$ cat src/rtl/gate_sweep_ctrl.sv
// Gate-network sweep sequencer: walks a 6-bit vector range, settles, samples Y, counts ones.
// Optional MISR signature output enabled by defining GATE_SWEEP_SIG_EN.
module gate_sweep_ctrl #(
    parameter int unsigned SETTLE = 2,
    parameter int unsigned NIN    = 6
) (
    input  logic           clk,
    input  logic           rst_n,
    input  logic           start,
    input  logic           abort,
    input  logic [NIN-1:0] first,
    input  logic [NIN-1:0] last,
    output logic [NIN-1:0] gate_in,
    input  logic           gate_y,
    output logic           busy,
    output logic           done,
    output logic [NIN:0]   ones_cnt,
    output logic [NIN:0]   vec_cnt
`ifdef GATE_SWEEP_SIG_EN
    ,
    output logic [15:0]    sig
`endif
);

    typedef enum logic [1:0] {StIdle, StWait, StSample, StDone} state_t;

    localparam logic [3:0] SettleInit = 4'(SETTLE);

    state_t         state_q, state_d;
    logic [3:0]     cnt_q, cnt_d;
    logic [NIN-1:0] gate_q, gate_d;
    logic [NIN-1:0] last_q, last_d;
    logic [NIN:0]   ones_q, ones_d;
    logic [NIN:0]   vec_q, vec_d;
    logic           busy_q, busy_d;
    logic           done_q, done_d;
`ifdef GATE_SWEEP_SIG_EN
    logic [15:0]    sig_q, sig_d;
`endif

    always_comb begin
        state_d = state_q;
        cnt_d   = cnt_q;
        gate_d  = gate_q;
        last_d  = last_q;
        ones_d  = ones_q;
        vec_d   = vec_q;
`ifdef GATE_SWEEP_SIG_EN
        sig_d   = sig_q;
`endif
        unique case (state_q)
            StIdle: begin
                if (start) begin
                    gate_d  = first;
                    last_d  = last;
                    ones_d  = '0;
                    vec_d   = '0;
                    cnt_d   = SettleInit;
`ifdef GATE_SWEEP_SIG_EN
                    sig_d   = '0;
`endif
                    state_d = (SETTLE != 0) ? StWait : StSample;
                end
            end
            StWait: begin
                if (abort) begin
                    state_d = StIdle;
                    gate_d  = '0;
                end else if (cnt_q <= 4'd1) begin
                    state_d = StSample;
                end else begin
                    cnt_d = cnt_q - 4'd1;
                end
            end
            StSample: begin
                if (abort) begin
                    // An aborted sample is discarded entirely.
                    state_d = StIdle;
                    gate_d  = '0;
                end else begin
                    ones_d = ones_q + {{NIN{1'b0}}, gate_y};
                    vec_d  = vec_q + 1'b1;
`ifdef GATE_SWEEP_SIG_EN
                    sig_d  = {sig_q[14:0], sig_q[15] ^ sig_q[14] ^ sig_q[12] ^ sig_q[3]}
                             ^ {15'b0, gate_y};
`endif
                    if (gate_q == last_q) begin
                        state_d = StDone;
                    end else begin
                        gate_d  = gate_q + 1'b1;
                        cnt_d   = SettleInit;
                        state_d = (SETTLE != 0) ? StWait : StSample;
                    end
                end
            end
            StDone: begin
                state_d = StIdle;
            end
            default: begin
                state_d = StIdle;
            end
        endcase
        busy_d = (state_d == StWait) || (state_d == StSample);
        done_d = (state_d == StDone);
    end

    always_ff @(posedge clk or negedge rst_n) begin
        if (!rst_n) begin
            state_q <= StIdle;
            cnt_q   <= '0;
            gate_q  <= '0;
            last_q  <= '0;
            ones_q  <= '0;
            vec_q   <= '0;
            busy_q  <= 1'b0;
            done_q  <= 1'b0;
`ifdef GATE_SWEEP_SIG_EN
            sig_q   <= '0;
`endif
        end else begin
            state_q <= state_d;
            cnt_q   <= cnt_d;
            gate_q  <= gate_d;
            last_q  <= last_d;
            ones_q  <= ones_d;
            vec_q   <= vec_d;
            busy_q  <= busy_d;
            done_q  <= done_d;
`ifdef GATE_SWEEP_SIG_EN
            sig_q   <= sig_d;
`endif
        end
    end

    assign gate_in  = gate_q;
    assign busy     = busy_q;
    assign done     = done_q;
    assign ones_cnt = ones_q;
    assign vec_cnt  = vec_q;
`ifdef GATE_SWEEP_SIG_EN
    assign sig      = sig_q;
`endif

endmodule

$ cat config.mk
export PLATFORM = sky130hd
export DESIGN_NAME = gate_sweep_ctrl
export DESIGN_NICKNAME = d
export VERILOG_FILES = /design/src/rtl/gate_sweep_ctrl.sv
export SDC_FILE = /design/constraint.sdc
export NUM_CORES = 1
export LEC_CHECK = 0
export CAP_MARGIN = 10
export CORE_MARGIN = 10
export CORE_UTILIZATION = 50
export CTS_BUF_LIST = sky130_fd_sc_hd__clkbuf_16
export DETAILED_ROUTE_END_ITERATION = 7
export PLACE_DENSITY_LB_ADDON = 0.08
export SYNTH_ARGS = -nofsm -noshare
export SYNTH_HDL_FRONTEND = slang
export SYNTH_SLANG_ARGS = --single-unit
$ cat constraint.sdc
create_clock -name clk -period 2.3 [get_ports clk]
set_input_delay 0.46 -clock clk [delete_from_list [all_inputs] [get_ports clk]]
set_output_delay 0.46 -clock clk [all_outputs]
set_load 0.005 [all_outputs]
==> metrics.yaml, run 1 <==
outcome:
  outcome: "finished, final reports clean"
floorplanning:
  die_h_um: 81.7
  initial_core_util_pct: 52.0
  core_um2: 3660
  rows: 22
  die_w_um: 81.7
  dieArea_um2: 6670
  top_level_ports: 39
detailed_routing:
  vias: 1588
  avgViaCountPerCell: 5.40
  wl_um: 4500
  drc: 0
  wire_per_inst_um: 15.3
  drt_iter0_drc: 101
  first_pass_iters: 4
  ant_nets: 0
clock_network:
  cts-resized-gates: 0
  cts.clk_slew.worst_paths_ps: 50
  cts_setup_buffers: 0
  cts-root-buf: "clkbuf_16"
  cts_tree: "built"
  cts_buffers: 5
  max-clock-path-buffers: 2
  ctsHtreeMaxLevel: 2
  insertion_delay_ps: 280
  hold_buffers: 0
  clkSinkCount: 34
place:
  io_buffer_count: 38
  dpl.cell_count: 286
  dp_slack_ps: 63.3
  gp_congestion: 0.847
  placed_area_um2: 2370
  place_hpwl_um: 3350
synth:
  ys_ff_latch: 34
  syn-num-nets: 226
  yosys_warnings: 0
  synth_area_um2: 1900
  ys_types: 34
  synthCells: 197
  seq_area_frac_synth_pct: 44.7
  postSynthAreaPerCell_um2: 9.66
pwr:
  p_total_mw: 2.80
  pwr-share-seq_pct: 33.5
  power.share.clock_pct: 22.9
  p_sw_mw: 1.03
  vdd_drop_max_mv: 0.642
  p_per_area_nw_per_um2: 1110
  switching_share_pct: 36.9
  pwr-share-comb_pct: 43.6
  p_leak_nw: 1.10
  p_int_mw: 1.77
layout:
  antenna_cells: 0
  area_growth_pct: 32.2
  fin_area_um2: 2520
  nets: 274
  utilization_pct: 68.7
  nFillCells: 297
  instances_no_fill: 294
  layout-drive-gt1-share_pct: 10.6
global_routing:
  grtUsageTotal_pct: 14.0
  grt_pass1_wl_um: 7410
  antenna_found_initial: 0
  grt_pass1_vias: 1602
  grt-ovfl-total: 0
  grt_max_degree: 35
worst_setup_path:
  max_stage_delay_ps: 450
  path_class: "flop to flop"
  critPathMaxFanout: 8
  critPathCaptureType: "flop"
  critPathBufInv: 1
  cpLargestDelayFamily: "simple AND/OR/NAND/NOR gates"
  critical_path_required_ps: 2460
  slowest_stage: "or3b_2"
  crit_path_start_kind: "flop"
  crit_top_cell: "ha_1"
  crit_arrival_ps: 2250
  path_cells: "inv_1 > ha_1 > nor2b_1 > or3b_2 > o211ai_1 > ha_1"
timing:
  fin_ws_ps: 212
  setup_tns_ps: 0
  whs_ps: 521
  hold_viol_final: 0
  fin_skew_ps: 5.39
  period_minus_slack_ps: 2090
  slew-limit-headroom_pct: 71.6
  rsz0062_at_grt: "false"
  finalSetupViolations: 0
  maxSlewViolCount: 0
  period_share_pct: 90.8
  max_clock_freq_mhz: 479
  tightest_slew_ps: 418
run:
  maxCapViolCount: 0
worst_hold_path:
  min_path_type: "flop to flop"
==> power groups by stage <==
stage	Sequential (mW)	Clock (mW)	Combinational (mW)
after floorplan	0.913	0	0.814
after global placement	0.944	0	1.17
after detailed placement	0.951	0	1.22
after CTS	0.939	0.651	1.23
after global routing	0.960	0.684	1.37
final	0.938	0.641	1.22
==> registers in the layout, summed over array words and instances, names as in the netlist <==
signal    cells
gate_in       6
cnt_q         4
last_q        6
vec_cnt       7
busy          1
state_q       2
ones_cnt      7
done          1
==> cell usage in the layout, fill, tap and decap left out, types with 2 or more instances in the layout <==
cell type,Yosys,final
a21oi_1,10,10
a221oi_1,2,2
and3_1,7,7
buf_4,0,6
clkbuf_16,0,5
clkdlybuf4s50_1,0,38
dfrtp_1,34,34
ha_1,12,12
inv_1,8,8
mux2_2,6,6
nand2_1,21,21
nand2b_1,2,2
nand3_1,4,4
nand4_1,4,4
nor2_1,21,21
nor2b_1,4,4
nor3_1,8,8
nor3b_1,2,2
nor4b_2,2,2
o211ai_1,2,2
o21ai_0,17,17
xnor2_1,10,10
xor2_1,6,6
==> area by class of cell <==
class	count	area (um2)	area share, %
Clock buffer	5	125	4.97
Sequential cell	34	851	33.8
Timing Repair Buffer	44	425	16.9
Inverter	8	30.0	1.19
Tap cell	48	60.1	2.39
Clock inverter	3	16.3	0.646
Multi-Input combinational cell	152	1010	40.1
==> worst reg2reg max path: stages (launching register included) <==
cell and delay, ps:
dfrtp_1 400, inv_1 150, ha_1 320, nor2b_1 230, or3b_2 450, o211ai_1 140, ha_1 280
==> routing by layer <==
metal,up-vias,routed length (um),global-route usage (%)
met1,761,1950,16.8
met4,0,29,3.40
met3,2,305,5.02
met2,43,2220,23.4
met5,-,0,0
li1,782,-,-
==> final timing paths <==
check | start | to | slack, ps | depth (start not counted)
worst max-delay path | state_q[1]$_DFF_PN0_ | busy$_DFF_PN0_ | 210 | 6
min in group asynchronous | rst_n | cnt_q[1]$_DFFE_PN0P_ | 590 | 2
worst min register to register | cnt_q[1]$_DFFE_PN0P_ | cnt_q[1]$_DFFE_PN0P_ | 520 | 1
max in group asynchronous | rst_n | last_q[3]$_DFFE_PN0P_ | 1400 | 2
worst min-delay path | cnt_q[1]$_DFFE_PN0P_ | cnt_q[1]$_DFFE_PN0P_ | 520 | 1
worst max register to register | state_q[1]$_DFF_PN0_ | busy$_DFF_PN0_ | 210 | 6
==> logic make-up after synthesis <==
group	count (synthesis)	synth area share [%]
and+or+nand+nor	80	21.8
AOI/OAI and AO/OA	35	10.3
DFF	34	44.7
xor gates and xnor gates	16	7.36
adders and majority gates	12	7.89
buffers and inverters	11	2.30
muxes	9	5.59
==> synthesized netlist by cell type <==
master	instances	share of area, %
o21bai_1	1	0.39
mux2_2	6	3.6
nor2b_1	4	1.3
nor3_1	8	2.1
and4_1	1	0.46
mux2i_1	1	0.53
nor2_1	21	4.1
nand3_1	4	1.1
mux2i_2	1	0.72
nand2b_1	2	0.66
buf_2	2	0.53
a21oi_1	10	2.6
a221oi_1	2	0.92
xnor2_1	10	4.6
nor4b_2	2	1.6
and3_4	1	0.59
mux2_4	1	0.79
or3b_2	1	0.46
nor3b_1	2	0.79
dfrtp_1	34	45
o31ai_1	1	0.39
nand4_1	4	1.3
xor2_1	6	2.8
clkbuf_1	1	0.20
inv_1	8	1.6
o211ai_1	2	0.79
and2_1	1	0.33
o21ai_0	17	4.5
nand2_1	21	4.1
or3_4	1	0.59
a22oi_1	1	0.39
and3_1	7	2.3
a31oi_1	1	0.33
ha_1	12	7.9
No activity file was read; power rests on OpenSTA's default activity.
==> inputs of run 2 (changes only) <==
Settings changed: CORE_UTILIZATION 50 to 46.
Clock period 2.3 ns to 1.9 ns, I/O delays scaled along.
==> metrics.yaml, run 2 (synthesized netlist as in run 1, its figures left out) <==
timing:
  maxSlewViolCount: 0  # unchanged
  fin_ws_ps: 99.4  # was 212 ps
  slew-limit-headroom_pct: 70.0  # was 71.6%
  rsz0062_at_grt: "true"  # was false
  max_clock_freq_mhz: 555  # was 479 MHz
  whs_ps: 524  # was 521 ps
  tightest_slew_ps: 451  # was 418 ps
  period_share_pct: 94.8  # was 90.8%
  setup_tns_ps: 0  # unchanged
  period_minus_slack_ps: 1800  # was 2090 ps
  finalSetupViolations: 0  # unchanged
  fin_skew_ps: 4.79  # was 5.39 ps
  hold_viol_final: 0  # unchanged
worst_setup_path:
  critical_path_required_ps: 2050  # was 2460 ps
  rr_worst_depth: 7  # was 6
  critPathCaptureType: "flop"  # unchanged
  path_class: "flop to flop"  # unchanged
  r2r_start: "cnt_q[1]$_DFFE_PN0P_"  # was state_q[1]$_DFF_PN0_
  regToRegEndpoint: "busy$_DFF_PN0_"  # unchanged
  crit_path_start: "cnt_q[1]$_DFFE_PN0P_"  # was state_q[1]$_DFF_PN0_
  regToRegSetupSlack_ps: 100  # was 210 ps
  crit_path_start_kind: "flop"  # unchanged
  worstSetupEndpoint: "busy$_DFF_PN0_"  # unchanged
  crit_arrival_ps: 1950  # was 2250 ps
  critPathMaxFanout: 3  # was 8
clock_network:
  cts_tree: "built"  # unchanged
  hold_buffers: 0  # unchanged
  ctsHtreeMaxLevel: 2  # unchanged
  insertion_delay_ps: 270  # was 280 ps
  cts.clk_slew.worst_paths_ps: 50  # about the same
  cts_buffers: 5  # unchanged
  clkSinkCount: 34  # unchanged
  max-clock-path-buffers: 2  # unchanged
  cts-root-buf: "clkbuf_16"  # unchanged
place:
  io_buffer_count: 38  # unchanged
  place_hpwl_um: 3590  # was 3350 um
  gp_congestion: 0.826  # was 0.847
  dpl.cell_count: 300  # was 286
  dp_slack_ps: -224  # was 63.3 ps
layout:
  layout-drive-gt1-share_pct: 20.0  # was 10.6%
  nets: 289  # was 274
  mostFrequentLayoutCells: "38 x clkdlybuf4s50_1, 33 x dfrtp_1, 21 x buf_4, 20 x nand2_1, 20 x nor2_1"  # was 38 x clkdlybuf4s50_1, 34 x dfrtp_1, 21 x nor2_1, 21 x nand2_1, 17 x o21ai_0
  mostFrequentLayoutCell: "clkdlybuf4s50_1"  # unchanged
  area_growth_pct: 41.3  # was 32.2%
  nFillCells: 305  # was 297
  instances_no_fill: 310  # was 294
  antenna_cells: 0  # unchanged
detailed_routing:
  ant_nets: 0  # unchanged
  avgViaCountPerCell: 5.38  # was 5.40
  wl_um: 4730  # was 4500 um
  drc: 0  # unchanged
  vias: 1668  # was 1588
  drt_iter0_drc: 92  # was 101
  first_pass_iters: 4  # unchanged
  wire_per_inst_um: 15.3  # about the same
floorplanning:
  core_um2: 4000  # was 3660 um2
  rows: 23  # was 22
  top_level_ports: 39  # unchanged
  die_h_um: 84.3  # was 81.7 um
  initial_core_util_pct: 47.6  # was 52.0%
  die_w_um: 84.3  # was 81.7 um
  dieArea_um2: 7110  # was 6670 um2
global_routing:
  top_usage_layer: "met2"  # unchanged
  grt-ovfl-total: 0  # unchanged
  antenna_found_initial: 0  # unchanged
  grt_pass1_vias: 1677  # was 1602
  use_met1_pct: 14.9  # was 16.8%
  grt_use_met3_pct: 5.22  # was 5.02%
  grt_max_degree: 35  # unchanged
  grtUsageTotal_pct: 13.1  # was 14.0%
  use_met2_pct: 21.7  # was 23.4%
  grt_pass1_wl_um: 7760  # was 7410 um
pwr:
  p_total_mw: 3.80  # was 2.80 mW
  vdd_drop_max_mv: 0.992  # was 0.642 mV
  p_per_area_nw_per_um2: 1410  # was 1110 nW/um2
  p_leak_nw: 1.18  # was 1.10 nW
outcome:
  outcome: "finished, final reports clean"  # unchanged
run:
  maxCapViolCount: 0  # unchanged
worst_hold_path:
  min_path_type: "flop to flop"  # unchanged
==> run 2: cell count changes in the layout (fill, tap and decap cells not counted), sizes merged <==
cell / delta
clkinv: -1
clkinvlp: -1
bufinv: +1
buf: +15
==> run 2: power by group <==
part	internal (mW)	total, mW	switching [mW]
combinational	0.926	1.80	0.875
clock	0.606	0.883	0.277
sequential	0.937	1.11	0.176
==> run 2: area by class of cell <==
| class | count | area (um2) | share of cell area, % |
|---|---|---|---|
| clock buffer | 5 | 125 | 4.65 |
| clock inverter | 2 | 33.8 | 1.26 |
| inverter | 8 | 30.0 | 1.12 |
| multi-input combinational | 152 | 1050 | 38.9 |
| sequential | 34 | 852 | 31.7 |
| tap | 50 | 62.6 | 2.33 |
| timing repair buffer | 59 | 538 | 20.0 |
==> run 2: metrics by stage <==
| stage | util, % | area (um2) |
|---|---|---|
| after floorplan | - | 1900 |
| after global placement | 61.7 | 2470 |
| after detailed placement | 61.7 | 2470 |
| after CTS | 65.7 | 2630 |
| after global routing | 67.2 | 2690 |
| final | 67.2 | 2690 |
==> run 2: worst min-delay path by stage <==
stage          depth (start not counted)  slack (ps)                   from                    end
6_report                               1         520  last_q[0]$_DFFE_PN0P_  last_q[0]$_DFFE_PN0P_
5_1_grt                                1         550  last_q[1]$_DFFE_PN0P_  last_q[1]$_DFFE_PN0P_
4_1_cts                                1         520   cnt_q[1]$_DFFE_PN0P_   cnt_q[1]$_DFFE_PN0P_
2_1_floorplan                          0          80                  rst_n         busy$_DFF_PN0_
3_3_place_gp                           1         510   cnt_q[1]$_DFFE_PN0P_   cnt_q[1]$_DFFE_PN0P_
3_5_place_dp                           1         500   cnt_q[1]$_DFFE_PN0P_   cnt_q[1]$_DFFE_PN0P_
==> run 2: repair_timing <==
action,in CTS,in global routing
endpoints found under the setup margin,2,11
buffers inserted,0,3
gates cloned,0,0
gates resized for setup,2,15
pin swaps,0,2
==> run 2: critical path, cell delays in order, from the launching register on <==
cell and delay, ps:
dfrtp_1 350, inv_1 80, ha_1 200, nor2_2 120
nor3_2 60, or3b_2 460, o211ai_1 140, ha_1 270
==> run 2: metal layers <==
metal  wire, um  part of all wire, %  up-vias
met1       1980                   42      797
met4         74                  1.6        0
met5          0                    0        -
li1           -                    -      814
met2       2370                   50       49
met3        306                  6.5        8
==> inputs of run 3 (changes only) <==
Settings changed: SETUP_SLACK_MARGIN from default to 0.3.
==> metrics.yaml, run 3 (synthesized netlist as in run 1, its figures left out) <==
layout:
  mostFrequentLayoutCell: "buf_4"  # was clkdlybuf4s50_1
  fin_area_um2: 3120  # was 2690 um2
  area_growth_pct: 64.0  # was 41.3%
  layout-drive-gt1-share_pct: 37.8  # was 20.0%
  antenna_cells: 0  # unchanged
  nets: 316  # was 289
  mostFrequentLayoutCells: "38 x buf_4, 32 x dfrtp_1, 31 x clkdlybuf4s50_1, 19 x nor2_1, 15 x nand2_1"  # was 38 x clkdlybuf4s50_1, 33 x dfrtp_1, 21 x buf_4, 20 x nand2_1, 20 x nor2_1
detailed_routing:
  vias: 1830  # was 1668
  drt_iter0_drc: 137  # was 92
  wl_um: 5690  # was 4730 um
  wire_per_inst_um: 16.8  # was 15.3 um
  first_pass_iters: 4  # unchanged
  drc: 0  # unchanged
  avgViaCountPerCell: 5.41  # was 5.38
  ant_nets: 0  # unchanged
worst_setup_path:
  critPathMaxFanout: 3  # unchanged
  crit_path_start: "last_q[5]$_DFFE_PN0P_"  # was cnt_q[1]$_DFFE_PN0P_
  path_class: "flop to flop"  # unchanged
  crit_arrival_ps: 1960  # was 1950 ps
  critical_path_required_ps: 2060  # was 2050 ps
  critPathCaptureType: "flop"  # unchanged
  crit_path_start_kind: "flop"  # unchanged
  regToRegSetupSlack_ps: 90  # was 100 ps
  regToRegEndpoint: "busy$_DFF_PN0_"  # unchanged
  rr_worst_depth: 7  # unchanged
  worstSetupEndpoint: "busy$_DFF_PN0_"  # unchanged
  r2r_start: "last_q[5]$_DFFE_PN0P_"  # was cnt_q[1]$_DFFE_PN0P_
timing:
  period_minus_slack_ps: 1810  # was 1800 ps
  maxSlewViolCount: 0  # unchanged
  slew-limit-headroom_pct: 70.8  # was 70.0%
  fin_skew_ps: 4.10  # was 4.79 ps
  tightest_slew_ps: 439  # was 451 ps
  rsz0062_at_grt: "true"  # unchanged
  setup_tns_ps: 0  # unchanged
  max_clock_freq_mhz: 554  # was 555 MHz
  period_share_pct: 95.0  # was 94.8%
  finalSetupViolations: 0  # unchanged
  fin_ws_ps: 94.5  # was 99.4 ps
  hold_viol_final: 0  # unchanged
global_routing:
  grt_pass1_wl_um: 8690  # was 7760 um
  grtUsageTotal_pct: 14.7  # was 13.1%
  grt_pass1_vias: 1937  # was 1677
  grt_max_degree: 35  # unchanged
  grt-ovfl-total: 0  # unchanged
  antenna_found_initial: 0  # unchanged
floorplanning:
  die_h_um: 84.3  # unchanged
  top_level_ports: 39  # unchanged
  die_w_um: 84.3  # unchanged
  core_um2: 4000  # unchanged
  dieArea_um2: 7110  # unchanged
  rows: 23  # unchanged
  initial_core_util_pct: 47.6  # unchanged
place:
  gp_congestion: 0.836  # was 0.826
  dp_slack_ps: -151  # was -224 ps
  io_buffer_count: 38  # unchanged
  placed_area_um2: 2510  # was 2470 um2
  place_hpwl_um: 3750  # was 3590 um
worst_hold_path:
  min_path_type: "primary input to asynchronous set/reset pin"  # was flop to flop
run:
  maxCapViolCount: 0  # unchanged
clock_network:
  max-clock-path-buffers: 2  # unchanged
  clkSinkCount: 34  # unchanged
  cts_tree: "built"  # unchanged
  cts.clk_slew.worst_paths_ps: 50  # about the same
  cts-root-buf: "clkbuf_16"  # unchanged
  ctsHtreeMaxLevel: 2  # unchanged
  cts_buffers: 5  # unchanged
  insertion_delay_ps: 270  # about the same
outcome:
  outcome: "finished, final reports clean"  # unchanged
pwr:
  vdd_drop_max_mv: 0.958  # was 0.992 mV
  p_per_area_nw_per_um2: 1450  # was 1410 nW/um2
  p_leak_nw: 1.40  # was 1.18 nW
run 3: layout make-up:
class	instances	area (um2)
clock buffers	5	125
clock inverters	3	12.5
fillers	244	878
inverters	8	37.5
multi-input cells	152	1260
flip-flops and latches	34	853
well taps	50	62.6
repair buffers	86	769
run 3: timing repair:
| item | 4_1_cts | 5_1_grt |
|---|---|---|
| buffers inserted | 14 | 17 |
| gates cloned | 1 | 0 |
| gates resized for setup | 47 | 34 |
| pin swaps | 12 | 18 |
| setup endpoints to repair | 33 | 34 |
| hold buffers | 0 | 0 |
run 3: how the worst min path moves through the flow:
stage | endpoint | slack, ps | cells past startpoint
detailed placement | cnt_q[1]$_DFFE_PN0P_ | 510 | 1
CTS | cnt_q[1]$_DFFE_PN0P_ | 520 | 1
finish | cnt_q[1]$_DFFE_PN0P_ | 530 | 2
global route | cnt_q[1]$_DFFE_PN0P_ | 560 | 1
floorplan | busy$_DFF_PN0_ | 80 | 0
global placement | cnt_q[1]$_DFFE_PN0P_ | 500 | 1
run 3: critical path, cell delays in order (launching register included):
cell and delay (ps):
dfrtp_1 390, xnor2_1 200, nand4_1 130, buf_6 150, nor3_4 220, o21bai_1 120, a221oi_2 220, ha_1 260
run 3: metrics by stage:
stage               hold slack (ps)  util [%]  power [mW]  instances
floorplan                      84.4         -        2.20        197
global placement                504      62.8        2.80        298
detailed placement              507      62.8        2.90        298
CTS                             519      72.0        4.10        321
global route                    558      78.0        4.80        338
finish                          527      78.0        4.52        338
run 3: per-layer routing:
metal / track usage (%) / part of all wire [%] / vias to the layer above
met3: 5.80 / 6.0 / 11
met4: 7.76 / 1.7 / 0
met5: 0 / 0 / -
met2: 25.4 / 52 / 55
li1: - / - / 867
met1: 14.9 / 41 / 897
run 3: where the power goes:
| group | leakage [nW] | switching [mW] | internal (mW) |
|---|---|---|---|
| combinational | 0.886 | 1.27 | 1.39 |
| clock | 0.0724 | 0.276 | 0.473 |
| sequential | 0.442 | 0.171 | 0.940 |
==> RTL edit 1: new RTL, settings of run 3 <==
Re-encode `state_t` (4 states) as one-hot, 4 bits wide.
--- a/src/rtl/gate_sweep_ctrl.sv
+++ b/src/rtl/gate_sweep_ctrl.sv
@@ -22,7 +22,7 @@
 `endif
 );
 
-    typedef enum logic [1:0] {StIdle, StWait, StSample, StDone} state_t;
+    typedef enum logic [3:0] {StIdle = 4'b0001, StWait = 4'b0010, StSample = 4'b0100, StDone = 4'b1000} state_t;
 
     localparam logic [3:0] SettleInit = 4'(SETTLE);
 
Function: no difference found for any inputs over 10 cycles, from zero or initial values and one cycle with rst_n low; not proved beyond that.
==> RTL edit 1 against run 3 <==
Area after synthesis is 3.5% lower. Maximum frequency shrank 3.1%. Wire length rose by 7.8%. Sequential cell count grew 2. Global-route usage decreased by 0.19 points. Design area grew 1.1%. Total power decreased by 10%. Worst setup slack got worse by 0.059 ns. Via count is 2.6% lower. Hold slack got worse by 0.0010 ns. Critical path type unchanged.
==> RTL edit 1: results <==
[status]
status = finished, final reports clean

[power_and_ir_drop]
p_leak_nw = 1.50
ir_drop_uv = 833

[cells_and_area]
fin_cells = 322
drive_gt1_frac = 0.369
fill_cells = 180
num_antenna_cells = 0
final_nets = 296

[clocking]
clk_path_buf_depth = 2
clkLatencyLatePin_ns = 0.28
h-tree-depth = 2
cts_inserted_buffers = 5
clk_pin_slew_worst_paths_ns = 0.06
clockRootBuffer = clkbuf_16

[worst_setup_path]
worst-path-max-fanout = 4
arrival_ns = 2.03
crit_type = register to register
r2r-start = gate_in[5]

[synthesis]
synth_top_family_by_area = simple AND/OR/NAND/NOR gates
ys_warn_count = 0
muxShareOfSynthArea = 0.0368
synth_compound_area_frac = 0.131
synthAdderAreaFrac = 0.0409
synthXorXnorAreaFrac = 0.0715
netlist-cell-type-count = 37
yosys-top-cells-count = dfrtp_1 (35), nor2_1 (15), xor2_1 (14), nand2_1 (13), o21ai_0 (9)
synth-async-reset-ratio = 1.00
synthesis.nets = 201
synthTopCellsByArea = dfrtp_1 (48%), xor2_1 (6.7%), ha_1 (4.1%)
yosysSeqAreaShare = 0.491
synth_cells = 178

[global_route]
grt_pass1_wl_microns = 8340
grt_pass1_vias = 1629
grt_max_degree = 37
grt_antenna_before_repair = 0
grt.total_usage = 0.145

[hold_path]
hp-class = input pin to asynchronous set/reset pin

[routing]
antenna_left = 0
first_iter_violations = 199
detail_route.wirelength_microns = 6130
viasPerCell = 5.53
first_pass_iters = 4

[timing]
worstMarginPinSlew_ns = 0.478
fin_worst_skew_ns = 0.00671

[place]
pre_cts_ws_ns = -0.400
placed_cells_incl_taps = 282
globalplace.congestion = 0.859
placed_cell_area_sq_um = 2450
dp_hpwl_microns = 3340
io_buffers = 38
RTL edit 1: layout make-up:
class | instances | area, sq um | share of cell area
clock inverters | 3 | 90.1 | 0.0285
well taps | 48 | 60.1 | 0.0190
multi-input cells | 127 | 1060 | 0.336
flip-flops and latches | 36 | 903 | 0.286
inverters | 8 | 30.0 | 0.00951
repair buffers | 95 | 887 | 0.281
clock buffers | 5 | 125 | 0.0396
RTL edit 1: repair_timing:
item	4_1_cts	5_1_grt
hold buffers	0	0
setup endpoints to repair	35	43
endpoints found under the hold margin	0	0
pin swaps	11	27
resized for setup	17	52
gates cloned	0	1
buffers inserted	10	21
RTL edit 1: final timing paths:
kind	endpoint	slack, ns	cells past startpoint
worst max-delay path	cnt_q[2]	0.04	6
worst min-delay path	ones_cnt[5]	0.53	2
worst max register to register	cnt_q[2]	0.04	6
max in group asynchronous	gate_in[4]	1.02	2
worst min register to register	last_q[1]	0.53	1
min in group clk	last_q[1]	0.53	1
RTL edit 1: worst max-delay path, stage by stage, from the launching register on:
cell	delay (ns)
dfrtp_1	0.43
xor2_1	0.18
nor2_1	0.41
a31oi_4	0.15
buf_6	0.15
or2_4	0.25
a22o_1	0.18
RTL edit 1: per-layer routing:
layer | global-route usage | vias to the layer above | routed length [microns]
met5 | 0 | - | 0
met1 | 0.176 | 877 | 2620
met4 | 0.0446 | 0 | 152
li1 | - | 826 | -
met2 | 0.235 | 65 | 3080
met3 | 0.0479 | 14 | 288
RTL edit 1: report_power, final:
part           internal (mW)  total [mW]  switching, mW
combinational          0.924        1.74          0.814
clock                  0.884        1.20          0.311
sequential             0.953        1.13          0.176
total                   2.76        4.06           1.30
==> RTL edit 2: new RTL, flow settings as in run 3 <==
Without the edit above. Change the parameter `NIN` from 6 to 8.
--- a/src/rtl/gate_sweep_ctrl.sv
+++ b/src/rtl/gate_sweep_ctrl.sv
@@ -2,7 +2,7 @@
 // Optional MISR signature output enabled by defining GATE_SWEEP_SIG_EN.
 module gate_sweep_ctrl #(
     parameter int unsigned SETTLE = 2,
-    parameter int unsigned NIN    = 6
+    parameter int unsigned NIN    = 8
 ) (
     input  logic           clk,
     input  logic           rst_n,
Interface: changed (5 resized); port bits go from 39 to 49. No check against the original RTL was run, so the function may have changed too.
==> RTL edit 2 against run 3 <==
Critical path depth is the same. Design area grew 17%. Count of clock-buffer cells in the layout is the same. Total power grew 9.5%. Sequential cell count grew 8. Sequential share of layout area grew 1.6 points. Non-clock buffer count grew 14. Synthesized cell count grew 19%. Wire length grew 11%. Global-route usage grew 0.53 points. Worst setup slack gained 0.0028 ns. Area after synthesis grew 22%. Largest power group unchanged.
==> RTL edit 2: results <==
[clocking]
ctsResizeCount = 37
cts.sinks = 42

[global_route]
grt_use_met3 = 0.0453
grt.total_usage = 0.152
met2_usage = 0.259
met1_usage = 0.182

[cells_and_area]
multi_input_area_share = 0.378
drive_gt1_frac = 0.318
nonClkBufAreaFrac = 0.250
final_nets = 369
nMultiInputCombCells = 180
inv_count = 7
fin_cells = 404
seq-cell-share = 0.289

[timing]
min_period_over_period = 0.949

[routing]
routedWlPerCell_microns = 15.7
m1WireLength_microns = 2690
viasPerCell = 5.29

[floorplanning]
start_util = 0.482

[place]
pre_cts_ws_ns = -0.101

[synthesis]
yosysSeqAreaShare = 0.452
synthTopCellsByArea = dfrtp_1 (45%), ha_1 (6.5%), xor2_1 (6.0%)
yosys-top-cells-count = dfrtp_1 (42), nor2_1 (24), o21ai_0 (20), xor2_1 (16), nand2_1 (14)
netlist-cell-type-count = 36

[power_and_ir_drop]
p_leak_nw = 1.68

[worst_setup_path]
crit_family = simple AND/OR/NAND/NOR gates
crit_start = gate_in[2]

[status]
status = finished, final reports clean
[RTL edit 2: cell count changes in the layout (fill, tap and decap cells not counted), sizes merged, moves of 5 or more]
cell and delta:
and3 -5, buf +5, clkdlybuf4s50 +6, dfrtp +8
nand2 -7, nand4 +9, o31ai +6, xor2 +10
[RTL edit 2: kinds of logic (layout without fill, tap and decap cells)]
kind of cell    Yosys count  in the layout  synth area share
flops                    42             42             0.452
buf+inv                  12            115            0.0226
simple gates             88             88             0.198
fa+ha+maj                12             12            0.0646
xor+xnor                 23             23            0.0867
compound gates           46             46             0.122
mux                      11             11            0.0544
[RTL edit 2: metrics by stage]
stage	hold slack, ns	area (sq um)
after floorplan	0.0844	2370
final	0.0264	3640
after global placement	0.331	3090
after detailed placement	0.335	3090
after CTS	0.0360	3510
after global routing	0.0451	3640
[RTL edit 2: power by group]
part / total (mW) / switching, mW / internal, mW
sequential: 1.34 / 0.203 / 1.14
combinational: 2.49 / 1.20 / 1.29
clock: 1.11 / 0.356 / 0.755
total: 4.94 / 1.76 / 3.19
